## config.mk

```make
export PLATFORM = sky130hd
export DESIGN_NAME = datapath_pkt_sel_skid_flat
export DESIGN_NICKNAME = d
export VERILOG_FILES = /design/src/rtl/datapath_pkg.sv /design/src/rtl/datapath_pkt_sel_skid_if.sv /design/src/rtl/datapath_skid_buf.sv /design/src/rtl/datapath_pkt_sel_skid.sv /design/src/flat_wrapper.sv
export SDC_FILE = /design/constraint.sdc
export NUM_CORES = 2
export LEC_CHECK = 0
export ABC_AREA = 1
export CAP_MARGIN = 0
export CORE_AREA = 5 5 614 616
export DETAILED_ROUTE_END_ITERATION = 8
export DIE_AREA = 0 0 619 621
export SETUP_SLACK_MARGIN = 0.4
export SLEW_MARGIN = 20
export SYNTH_ARGS = -nofsm -noshare
export SYNTH_HDL_FRONTEND = slang
export SYNTH_SLANG_ARGS = --single-unit
```

## constraint.sdc

```tcl
create_clock -name clk -period 36.4 [get_ports clk]
set_input_delay 5.46 -clock clk [delete_from_list [all_inputs] [get_ports clk]]
set_output_delay 5.46 -clock clk [all_outputs]
set_load 0.01 [all_outputs]
```

## src/rtl/datapath_pkg.sv

```systemverilog
// Shared definitions for the datapath handshake fabric: default beat geometry
// and the packet-tracking state type.
package datapath_pkg;

  localparam int DP_DWID   = 24;
  localparam int DP_CH_NUM = 32;
  localparam int DP_CNT_W  = 16;

  typedef enum logic {
    ST_IDLE = 1'b0,
    ST_PKT  = 1'b1
  } pkt_state_e;

endpackage

```

## src/rtl/datapath_pkt_sel_skid_if.sv

```systemverilog
// Beat-stream bundle around the packet route selector: upstream beat channel,
// downstream demux channel with its select, and status outputs.
interface datapath_pkt_sel_skid_if
  import datapath_pkg::*;
#(
  parameter int DWID   = DP_DWID,
  parameter int CH_NUM = DP_CH_NUM,
  parameter int CNT_W  = DP_CNT_W
);

  logic                          sel_req;
  logic                          in_valid;
  logic                          in_ready;
  logic                          in_last;
  logic [CH_NUM-1:0][DWID-1:0]   in_data;
  logic                          out_valid;
  logic                          out_ready;
  logic                          out_last;
  logic [CH_NUM-1:0][DWID-1:0]   out_data;
  logic                          out_sel;
  logic                          in_pkt;
  logic [CNT_W-1:0]              pkt_cnt0;
  logic [CNT_W-1:0]              pkt_cnt1;

  // Selector side
  modport slave (
    input  sel_req, in_valid, in_last, in_data, out_ready,
    output in_ready, out_valid, out_last, out_data, out_sel,
           in_pkt, pkt_cnt0, pkt_cnt1
  );

  // Upstream source / downstream demux side
  modport master (
    output sel_req, in_valid, in_last, in_data, out_ready,
    input  in_ready, out_valid, out_last, out_data, out_sel,
           in_pkt, pkt_cnt0, pkt_cnt1
  );

endinterface

```

## src/rtl/datapath_skid_buf.sv

```systemverilog
// Two-entry in-order valid/ready buffer; every output, including in_ready,
// comes straight from a flop.
module datapath_skid_buf #(
  parameter int PW = 8
) (
  input  logic          clk,
  input  logic          rst,
  input  logic          in_valid,
  output logic          in_ready,
  input  logic [PW-1:0] in_pld,
  output logic          out_valid,
  input  logic          out_ready,
  output logic [PW-1:0] out_pld
);

  logic [1:0]    cnt_q, cnt_d;
  logic          rdy_q, vld_q;
  logic [PW-1:0] hd_q, hd_d;
  logic [PW-1:0] sk_q, sk_d;
  logic          acc, xfer;

  assign acc  = in_valid & rdy_q;
  assign xfer = vld_q & out_ready;

  always_comb begin
    cnt_d = cnt_q;
    if (acc & ~xfer)      cnt_d = cnt_q + 2'd1;
    else if (~acc & xfer) cnt_d = cnt_q - 2'd1;

    // Head refills from the skid slot when full, else from the input when
    // it would otherwise go empty.
    hd_d = hd_q;
    if (xfer & (cnt_q == 2'd2))                hd_d = sk_q;
    else if (acc & ((cnt_q == 2'd0) | xfer))   hd_d = in_pld;

    sk_d = sk_q;
    if (acc & (cnt_q != 2'd0) & ~xfer) sk_d = in_pld;
  end

  always_ff @(posedge clk) begin
    if (rst) begin
      cnt_q <= 2'd0;
      rdy_q <= 1'b0;
      vld_q <= 1'b0;
      hd_q  <= '0;
    end else begin
      cnt_q <= cnt_d;
      rdy_q <= (cnt_d != 2'd2);
      vld_q <= (cnt_d != 2'd0);
      hd_q  <= hd_d;
    end
  end

  always_ff @(posedge clk) begin
    sk_q <= sk_d;
  end

  assign in_ready  = rdy_q;
  assign out_valid = vld_q;
  assign out_pld   = hd_q;

endmodule

```

## src/rtl/datapath_pkt_sel_skid.sv

```systemverilog
// Packet-locked demux select plus 2-entry skid buffer. Per-destination packet
// counters are built only when DATAPATH_PKT_SEL_CNT_EN is defined.
module datapath_pkt_sel_skid
  import datapath_pkg::*;
#(
  parameter int DWID   = DP_DWID,
  parameter int CH_NUM = DP_CH_NUM,
  parameter int CNT_W  = DP_CNT_W
) (
  input  logic                   clk,
  input  logic                   rst,
  datapath_pkt_sel_skid_if.slave bus
);

  localparam int DW = CH_NUM * DWID;
  localparam int PW = DW + 2;

  pkt_state_e    state_q, state_d;
  logic          pkt_sel_q, pkt_sel_d;
  logic          acc;
  logic          beat_sel;
  logic [PW-1:0] in_pld, out_pld;

  assign acc      = bus.in_valid & bus.in_ready;
  assign beat_sel = (state_q == ST_PKT) ? pkt_sel_q : bus.sel_req;
  assign in_pld   = {beat_sel, bus.in_last, bus.in_data};

  always_comb begin
    state_d   = state_q;
    pkt_sel_d = pkt_sel_q;
    if (acc) begin
      if (state_q == ST_IDLE) begin
        if (!bus.in_last) begin
          state_d   = ST_PKT;
          pkt_sel_d = bus.sel_req;
        end
      end else if (bus.in_last) begin
        state_d = ST_IDLE;
      end
    end
  end

  always_ff @(posedge clk) begin
    if (rst) begin
      state_q   <= ST_IDLE;
      pkt_sel_q <= 1'b0;
    end else begin
      state_q   <= state_d;
      pkt_sel_q <= pkt_sel_d;
    end
  end

  assign bus.in_pkt = (state_q == ST_PKT);

  // Buffer stage: select travels with its beat as {sel, last, data}
  datapath_skid_buf #(
    .PW (PW)
  ) u_buf (
    .clk       (clk),
    .rst       (rst),
    .in_valid  (bus.in_valid),
    .in_ready  (bus.in_ready),
    .in_pld    (in_pld),
    .out_valid (bus.out_valid),
    .out_ready (bus.out_ready),
    .out_pld   (out_pld)
  );

  assign bus.out_sel  = out_pld[PW-1];
  assign bus.out_last = out_pld[PW-2];
  assign bus.out_data = out_pld[DW-1:0];

`ifdef DATAPATH_PKT_SEL_CNT_EN
  logic             xfer;
  logic [CNT_W-1:0] cnt0_q, cnt0_d, cnt1_q, cnt1_d;

  assign xfer = bus.out_valid & bus.out_ready;

  always_comb begin
    cnt0_d = cnt0_q;
    cnt1_d = cnt1_q;
    if (xfer & bus.out_last) begin
      if (bus.out_sel) cnt1_d = cnt1_q + 1'b1;
      else             cnt0_d = cnt0_q + 1'b1;
    end
  end

  always_ff @(posedge clk) begin
    if (rst) begin
      cnt0_q <= '0;
      cnt1_q <= '0;
    end else begin
      cnt0_q <= cnt0_d;
      cnt1_q <= cnt1_d;
    end
  end

  assign bus.pkt_cnt0 = cnt0_q;
  assign bus.pkt_cnt1 = cnt1_q;
`else
  assign bus.pkt_cnt0 = {CNT_W{1'b0}};
  assign bus.pkt_cnt1 = {CNT_W{1'b0}};
`endif

endmodule

```

## src/flat_wrapper.sv

```systemverilog
// flat-port wrapper written by rule: the top's interface ports become plain ports
module datapath_pkt_sel_skid_flat import datapath_pkg::*;
#(
  parameter int DWID   = DP_DWID,
  parameter int CH_NUM = DP_CH_NUM,
  parameter int CNT_W  = DP_CNT_W
)
  (clk, rst, bus_sel_req, bus_in_valid, bus_in_last, bus_in_data, bus_out_ready, bus_in_ready, bus_out_valid, bus_out_last, bus_out_data, bus_out_sel, bus_in_pkt, bus_pkt_cnt0, bus_pkt_cnt1);
  datapath_pkt_sel_skid_if #(.DWID(DWID), .CH_NUM(CH_NUM), .CNT_W(CNT_W)) bus_i ();
  input  logic clk;
  input  logic rst;
  input wire logic [$bits(bus_i.sel_req)-1:0] bus_sel_req;
  input wire logic [$bits(bus_i.in_valid)-1:0] bus_in_valid;
  input wire logic [$bits(bus_i.in_last)-1:0] bus_in_last;
  input wire logic [$bits(bus_i.in_data)-1:0] bus_in_data;
  input wire logic [$bits(bus_i.out_ready)-1:0] bus_out_ready;
  output wire logic [$bits(bus_i.in_ready)-1:0] bus_in_ready;
  output wire logic [$bits(bus_i.out_valid)-1:0] bus_out_valid;
  output wire logic [$bits(bus_i.out_last)-1:0] bus_out_last;
  output wire logic [$bits(bus_i.out_data)-1:0] bus_out_data;
  output wire logic [$bits(bus_i.out_sel)-1:0] bus_out_sel;
  output wire logic [$bits(bus_i.in_pkt)-1:0] bus_in_pkt;
  output wire logic [$bits(bus_i.pkt_cnt0)-1:0] bus_pkt_cnt0;
  output wire logic [$bits(bus_i.pkt_cnt1)-1:0] bus_pkt_cnt1;
  assign bus_i.sel_req = bus_sel_req;
  assign bus_i.in_valid = bus_in_valid;
  assign bus_i.in_last = bus_in_last;
  assign bus_i.in_data = bus_in_data;
  assign bus_i.out_ready = bus_out_ready;
  assign bus_in_ready = bus_i.in_ready;
  assign bus_out_valid = bus_i.out_valid;
  assign bus_out_last = bus_i.out_last;
  assign bus_out_data = bus_i.out_data;
  assign bus_out_sel = bus_i.out_sel;
  assign bus_in_pkt = bus_i.in_pkt;
  assign bus_pkt_cnt0 = bus_i.pkt_cnt0;
  assign bus_pkt_cnt1 = bus_i.pkt_cnt1;
  datapath_pkt_sel_skid #(.DWID(DWID), .CH_NUM(CH_NUM), .CNT_W(CNT_W)) u_core (.clk(clk), .rst(rst), .bus(bus_i));
endmodule
```

After elaboration in Yosys (flattened, before gate mapping)
Cells that the tools add are included.
{"block": "op_classes", "muxes": 6, "n_reduce_logical": 5, "addsub": 2, "bitwise": 13, "eq_ne": 2}
{"op": "770-bit 2-to-1 mux", "count": 2}
{"op": "1-bit AND", "count": 8}
{"op": "2-bit nonzero test", "count": 3}
{"op": "2-bit 2-to-1 mux", "count": 2}
{"op": "1-bit NOT", "count": 4}
{"op": "3-bit AND reduction", "count": 1}
{"op": "2-bit by 1-bit adder with 2-bit output, second input constant", "count": 1}
{"op": "2-bit == test, second input constant", "count": 1}
{"op": "2-bit logical NOT", "count": 1}
{"op": "1-bit 2-to-1 mux", "count": 2}
{"op": "2-bit inequality test, second input constant", "count": 1}
{"op": "2-bit by 1-bit subtractor with 2-bit output, second input constant", "count": 1}
{"op": "1-bit bitwise OR", "count": 1}
{"block": "word_totals", "word_cells": 35, "input_bits": 774, "register_bits": 1546, "output_inout_bits": 805}

Logic depth before layout (Yosys ltp)
{"block": "logic_depth", "ltp_word": 6, "ltp_mapped": 12, "mapped_depth_nobuf": 9}

Cells and area by module
Synthesis repeated with hierarchy kept, for this count alone.
{"block": "unflattened", "hier_cells": 6675, "area_unflattened_um2": 59341.9}
{"mod": "datapath_skid_buf", "seq_area_each_um2": 38617.0, "cells_each": 6625, "area_per_inst_um2": 58996.6, "n_inst": 1}
{"mod": "datapath_pkt_sel_skid", "seq_area_each_um2": 40.0, "cells_each": 50, "area_per_inst_um2": 345.3, "n_inst": 1}

Worst setup path after synthesis
OpenSTA, ideal clock, no wires.
{"block": "synth_timing", "kind": "input port to flip-flop", "startpoint": "input port bus_out_ready", "endpoint": "register u_core.u_buf.sk_q[0] (enable)", "setup_ps": 1925, "t_required_ps": 34475, "arrival_ps": 37502, "n_path_buf": 0, "path_stages": 3, "setup_slack_ps": -3027, "cell_sequence": "nand2_2 nand2_1 nor2_1"}
{"block": "synth_between", "elab_chain_cells": 3}
{"element": "start, declared", "line": "flat_wrapper.sv:16", "source": "input wire logic [$bits(bus_i.out_ready)-1:0] bus_out_ready;"}
{"element": "1-bit AND", "line": "datapath_skid_buf.sv:23", "source": "assign xfer = vld_q & out_ready;"}
{"element": "1-bit NOT", "line": "datapath_skid_buf.sv:37", "source": "if (acc & (cnt_q != 2'd0) & ~xfer) sk_d = in_pld;"}
{"element": "1-bit AND", "line": "datapath_skid_buf.sv:37"}
{"element": "end signal, assigned", "line": "datapath_skid_buf.sv:55", "source": "sk_q <= sk_d;"}
{"element": "end, declared", "line": "datapath_skid_buf.sv:19", "source": "logic [PW-1:0] sk_q, sk_d;"}
No other way between the ends.
A chain may end at the register's enable or synchronous reset.

Worst setup path after layout
{"block": "layout_timing", "startpoint": "input port bus_out_ready", "endpoint": "register u_core.u_buf.hd_q[714] (netlist: u_core.u_buf.out_pld[714])"}
{"block": "layout_between", "elab_chain_cells": 4, "elab_cells_between_ends": 6, "classes_between": "mux (1); bitwise (4); reduce/logical (1)"}
{"element": "1-bit AND (*)", "line": "datapath_skid_buf.sv:23"}
{"element": "1-bit bitwise OR", "line": "datapath_skid_buf.sv:34", "source": "else if (acc & ((cnt_q == 2'd0) | xfer)) hd_d = in_pld;"}
{"element": "1-bit AND", "line": "datapath_skid_buf.sv:34"}
{"element": "2-bit nonzero test (no source line)"}
{"element": "end signal, assigned", "line": "datapath_skid_buf.sv:45", "source": "hd_q <= '0;"}
{"element": "end signal, assigned", "line": "datapath_skid_buf.sv:50", "source": "hd_q <= hd_d;"}
{"element": "end, declared", "line": "datapath_skid_buf.sv:18", "source": "logic [PW-1:0] hd_q, hd_d;"}
Every way passes the cells marked *; elsewhere a longest branch is shown, timed or not.

==> results.md <==
- DRC violation count after routing: 0
- Category of the worst setup path capture point: flop
- Pin slew with the least headroom to its limit: 1.155 ns
- Part of the cycle the worst path needs: 25.98%
- Sinks on Clock Net: 1546
- Reported leakage power: 34.15 nW
- Top cell type's share of synthesized area: 38.94%
- CTS buffer count: 195
- Worst Path Max Fanout: 108
- Worst setup SP type: input pin
- Clock Path Buffers: 4
- Most numerous cell types in the synthesized netlist: sky130_fd_sc_hd__nand2_1 (2329), sky130_fd_sc_hd__nor2_1 (1541), sky130_fd_sc_hd__dfxtp_1 (776)
- Global route overflow: 0
- Number of vias after detailed routing: 51156
- Weighted congestion at the end of routability-driven global placement: 0.9189
- Worst slew margin relative to its limit: 23.01%
- Clock tree from TritonCTS: yes
- Die ar.: 0.3844 mm²
- Final setup violation count: 0
- Yosys cell types: 22
- CP bufs+invs: 6
- Class of the most critical hold timing path: flop to flop
- Number of synthesized flops with an enable pin: 770
- Post-synthesis sequential element count: 1546
- Mapped Avg Cell Area: 8.900 µm²
- Req. time, crit path: 37.16 ns
- Final Hold Violating Endpoints: 0
- Number of vias per cell after detailed routing: 3.862
- Placed wire-length estimate after detailed placement: 262600 µm
- Hold-fix buffers at CTS: 0
- Area taken by multi-input logic gates: 0.01864 mm²
- Number of instances in the synthesized netlist: 6672
- Initial cell density of the core: 16.01%
- Most frequent cell on the critical path: sky130_fd_sc_hd__buf_4
- Number of fill cells in the layout: 40326
- Total standard cell area after synthesis: 0.05938 mm²
- Reg2reg setup slack: 31.49 ns
- Number of port buffers: 1546
- Clock Latency Late Sink: 0.90 ns
- Total of max-cap violations: 0
- Fraction of the core area covered by cells at the end of the flow: 23.27%
- Global-route usage over all layers: 17.03%
- Buffer cell driving the clock tree root: sky130_fd_sc_hd__clkbuf_16
- Total placed cells including tap cells: 12813
- Core Rows: 224
- Area Overhead vs Synth: 45.30%
- Number of standard cells in the layout, taps in and fillers out: 13245
- Number of search-and-repair iterations in the first detailed-routing pass: 5
- Maximum single-stage delay on the critical path: 0.73 ns
- Number of violations reported at the end of detailed-routing iteration 0: 4905
- Number of buffers inserted to repair setup after CTS: 0
- Prevailing post-synth register cell: sky130_fd_sc_hd__dfxtp_1
- Critical path cell sequence: clkdlybuf4s50_1, nand2_2, inv_2, nand2_8, nand2_8, inv_8, buf_4, buf_4, buf_4, nor2_1, nor2_1
- IR Drop Worst-Case VDD: 0.00004096 V
- Number of nets in the layout: 8815
- Total detailed-routing wirelength: 344600 µm
- Initial antenna violation count: 206
- Routed Antenna Nets: 0
- Die Height: 621 µm
- Clock transition at the registers of the reported paths: 0.06 ns
- Clock skew: 0.06959 ns
- Storage element area: 0.03866 mm²
- Maximum number of pins on one net before global-route repair: 195
- Unrepaired setup endpoints after global routing: no
- Synth warnings: 0
- Ranking of synthesized cells by area: sky130_fd_sc_hd__edfxtp_1 (39%), sky130_fd_sc_hd__dfxtp_1 (26%), sky130_fd_sc_hd__nand2_1 (15%)
- Post-cts gate resize count: 0
- Via count of the first global-routing pass: 48733
- Library cell with the largest summed area after synthesis: sky130_fd_sc_hd__edfxtp_1
- Final-layout setup total negative slack: 0 ns
- Count leader, synth: sky130_fd_sc_hd__nand2_1
- Crit path DAT: 10.22 ns
- Routed wire per std cell: 26.01 µm
- CTS H-Tree Depth: 4
- Post-layout minimum cycle time: 9.457 ns
- Critical path start-end classification: input pin to flop
- Total power divided by cell area: 76.99 mW/mm²
- Layout cell share with drive strength beyond 1: 4.363%
- Share of synthesized area occupied by flip-flops and latches: 65.10%
- Global-route wire length before repair: 451700 µm
- Top Family by Delay on Critical Path: buffers and inverters
- Horizontal extent of the die: 619 µm
- CP max-delay cell: sky130_fd_sc_hd__buf_4
- Status: complete, no violations
- Floorplan core area: 0.3708 mm²
- Async set-reset flop share out of synthesis: 0%
- Fmax: 105.7 MHz
- Final worst-path setup slack: 26.94 ns
- Post-placement worst setup slack: 25.83 ns
- Slew Limit Fails: 0
- Top-Level Pins: 1579
[logic make-up after synthesis]
group	after synthesis	synth area share [%]
and+or+nand+nor	3880	24.56
other	1	0.006315
DFF	1546	65.10
buffers and inverters	470	3.770
adders and majority gates	2	0.04214
AOI/OAI and AO/OA	773	6.515
[cell type report]
type                            instances  area share [%]
Multi-Input combinational cell       4687           21.60
Timing Repair Buffer                 1596           18.54
Tap cell                             4972           7.211
Antenna cell                           68          0.1972
Inverter                               13         0.07396
Sequential cell                      1546           44.81
Clock inverter                         84           1.037
Clock buffer                          279           6.529
[worst min-delay path: stages (launching register included)]
cell and delay [ns]:
sky130_fd_sc_hd__dfxtp_1 0.33, sky130_fd_sc_hd__o21ai_1 0.07, sky130_fd_sc_hd__nor2_1 0.07
[per-stage QoR]
| stage | instance area, µm² | total power, mW | hold WS [ns] |
|---|---|---|---|
| CTS | 86080 | 6.768 | 0.4985 |
| finish | 86270 | 6.642 | 0.5014 |
| detailed placement | 79550 | 4.704 | 0.4818 |
| global route | 86220 | 7.009 | 0.5253 |
| floorplan | 59500 | 3.361 | 0.4477 |
| global placement | 79550 | 4.703 | 0.4651 |
[power by group]
part | switching [mW] | internal, mW | leakage, nW
clock network | 0.849 | 1.16 | 3.17
registers | 0.197 | 2.28 | 13.4
logic | 1.39 | 0.769 | 17.6
total | 2.43 | 4.21 | 34.1
[state kept, by name (all words and copies together), names as in the netlist]
| register | count |
|---|---|
| u_core.u_buf.in_ready | 1 |
| u_core.u_buf.cnt_q | 2 |
| u_core.u_buf.out_valid | 1 |
| u_core.pkt_sel_q | 1 |
| u_core.u_buf.sk_q | 770 |
| u_core.bus.in_pkt | 1 |
| u_core.u_buf.out_pld | 770 |
[cell usage in the layout (no fill, tap or decap), types with 27 or more instances in the layout]
cell	count
sky130_fd_sc_hd__dfxtp_1	776
sky130_fd_sc_hd__o21ai_1	65
sky130_fd_sc_hd__nand2_1	2329
sky130_fd_sc_hd__buf_4	39
sky130_fd_sc_hd__clkdlybuf4s50_1	1546
sky130_fd_sc_hd__o21ai_0	706
sky130_fd_sc_hd__clkinv_2	27
sky130_fd_sc_hd__diode_2	68
sky130_fd_sc_hd__clkbuf_8	31
sky130_fd_sc_hd__conb_1	32
sky130_fd_sc_hd__edfxtp_1	770
sky130_fd_sc_hd__clkbuf_16	201
sky130_fd_sc_hd__nor2_1	1540
sky130_fd_sc_hd__clkbuf_1	47
[per-layer routing]
layer	vias to the layer above	GRT usage (%)	part of all wire [%]	wire length, µm
met5	-	0	0.093	321
li1	24255	-	-	-
met2	2088	25.68	44	152200
met1	24170	20.22	39	136000
met3	591	8.889	13	43270
met4	52	7.050	3.7	12700
[path summary, 6_finish.rpt]
kind / startpoint / to / cells after the start
worst max-delay path: bus_out_ready / u_core.u_buf.out_pld[714]$_SDFFE_PP0P_ / 11
worst min-delay path: u_core.u_buf.out_pld[689]$_SDFFE_PP0P_ / u_core.u_buf.out_pld[689]$_SDFFE_PP0P_ / 2
worst max register to register: u_core.u_buf.cnt_q[0]$_SDFF_PP0_ / u_core.u_buf.out_pld[714]$_SDFFE_PP0P_ / 10
worst min register to register: u_core.u_buf.out_pld[689]$_SDFFE_PP0P_ / u_core.u_buf.out_pld[689]$_SDFFE_PP0P_ / 2
No activity file was read; power rests on OpenSTA's default activity.
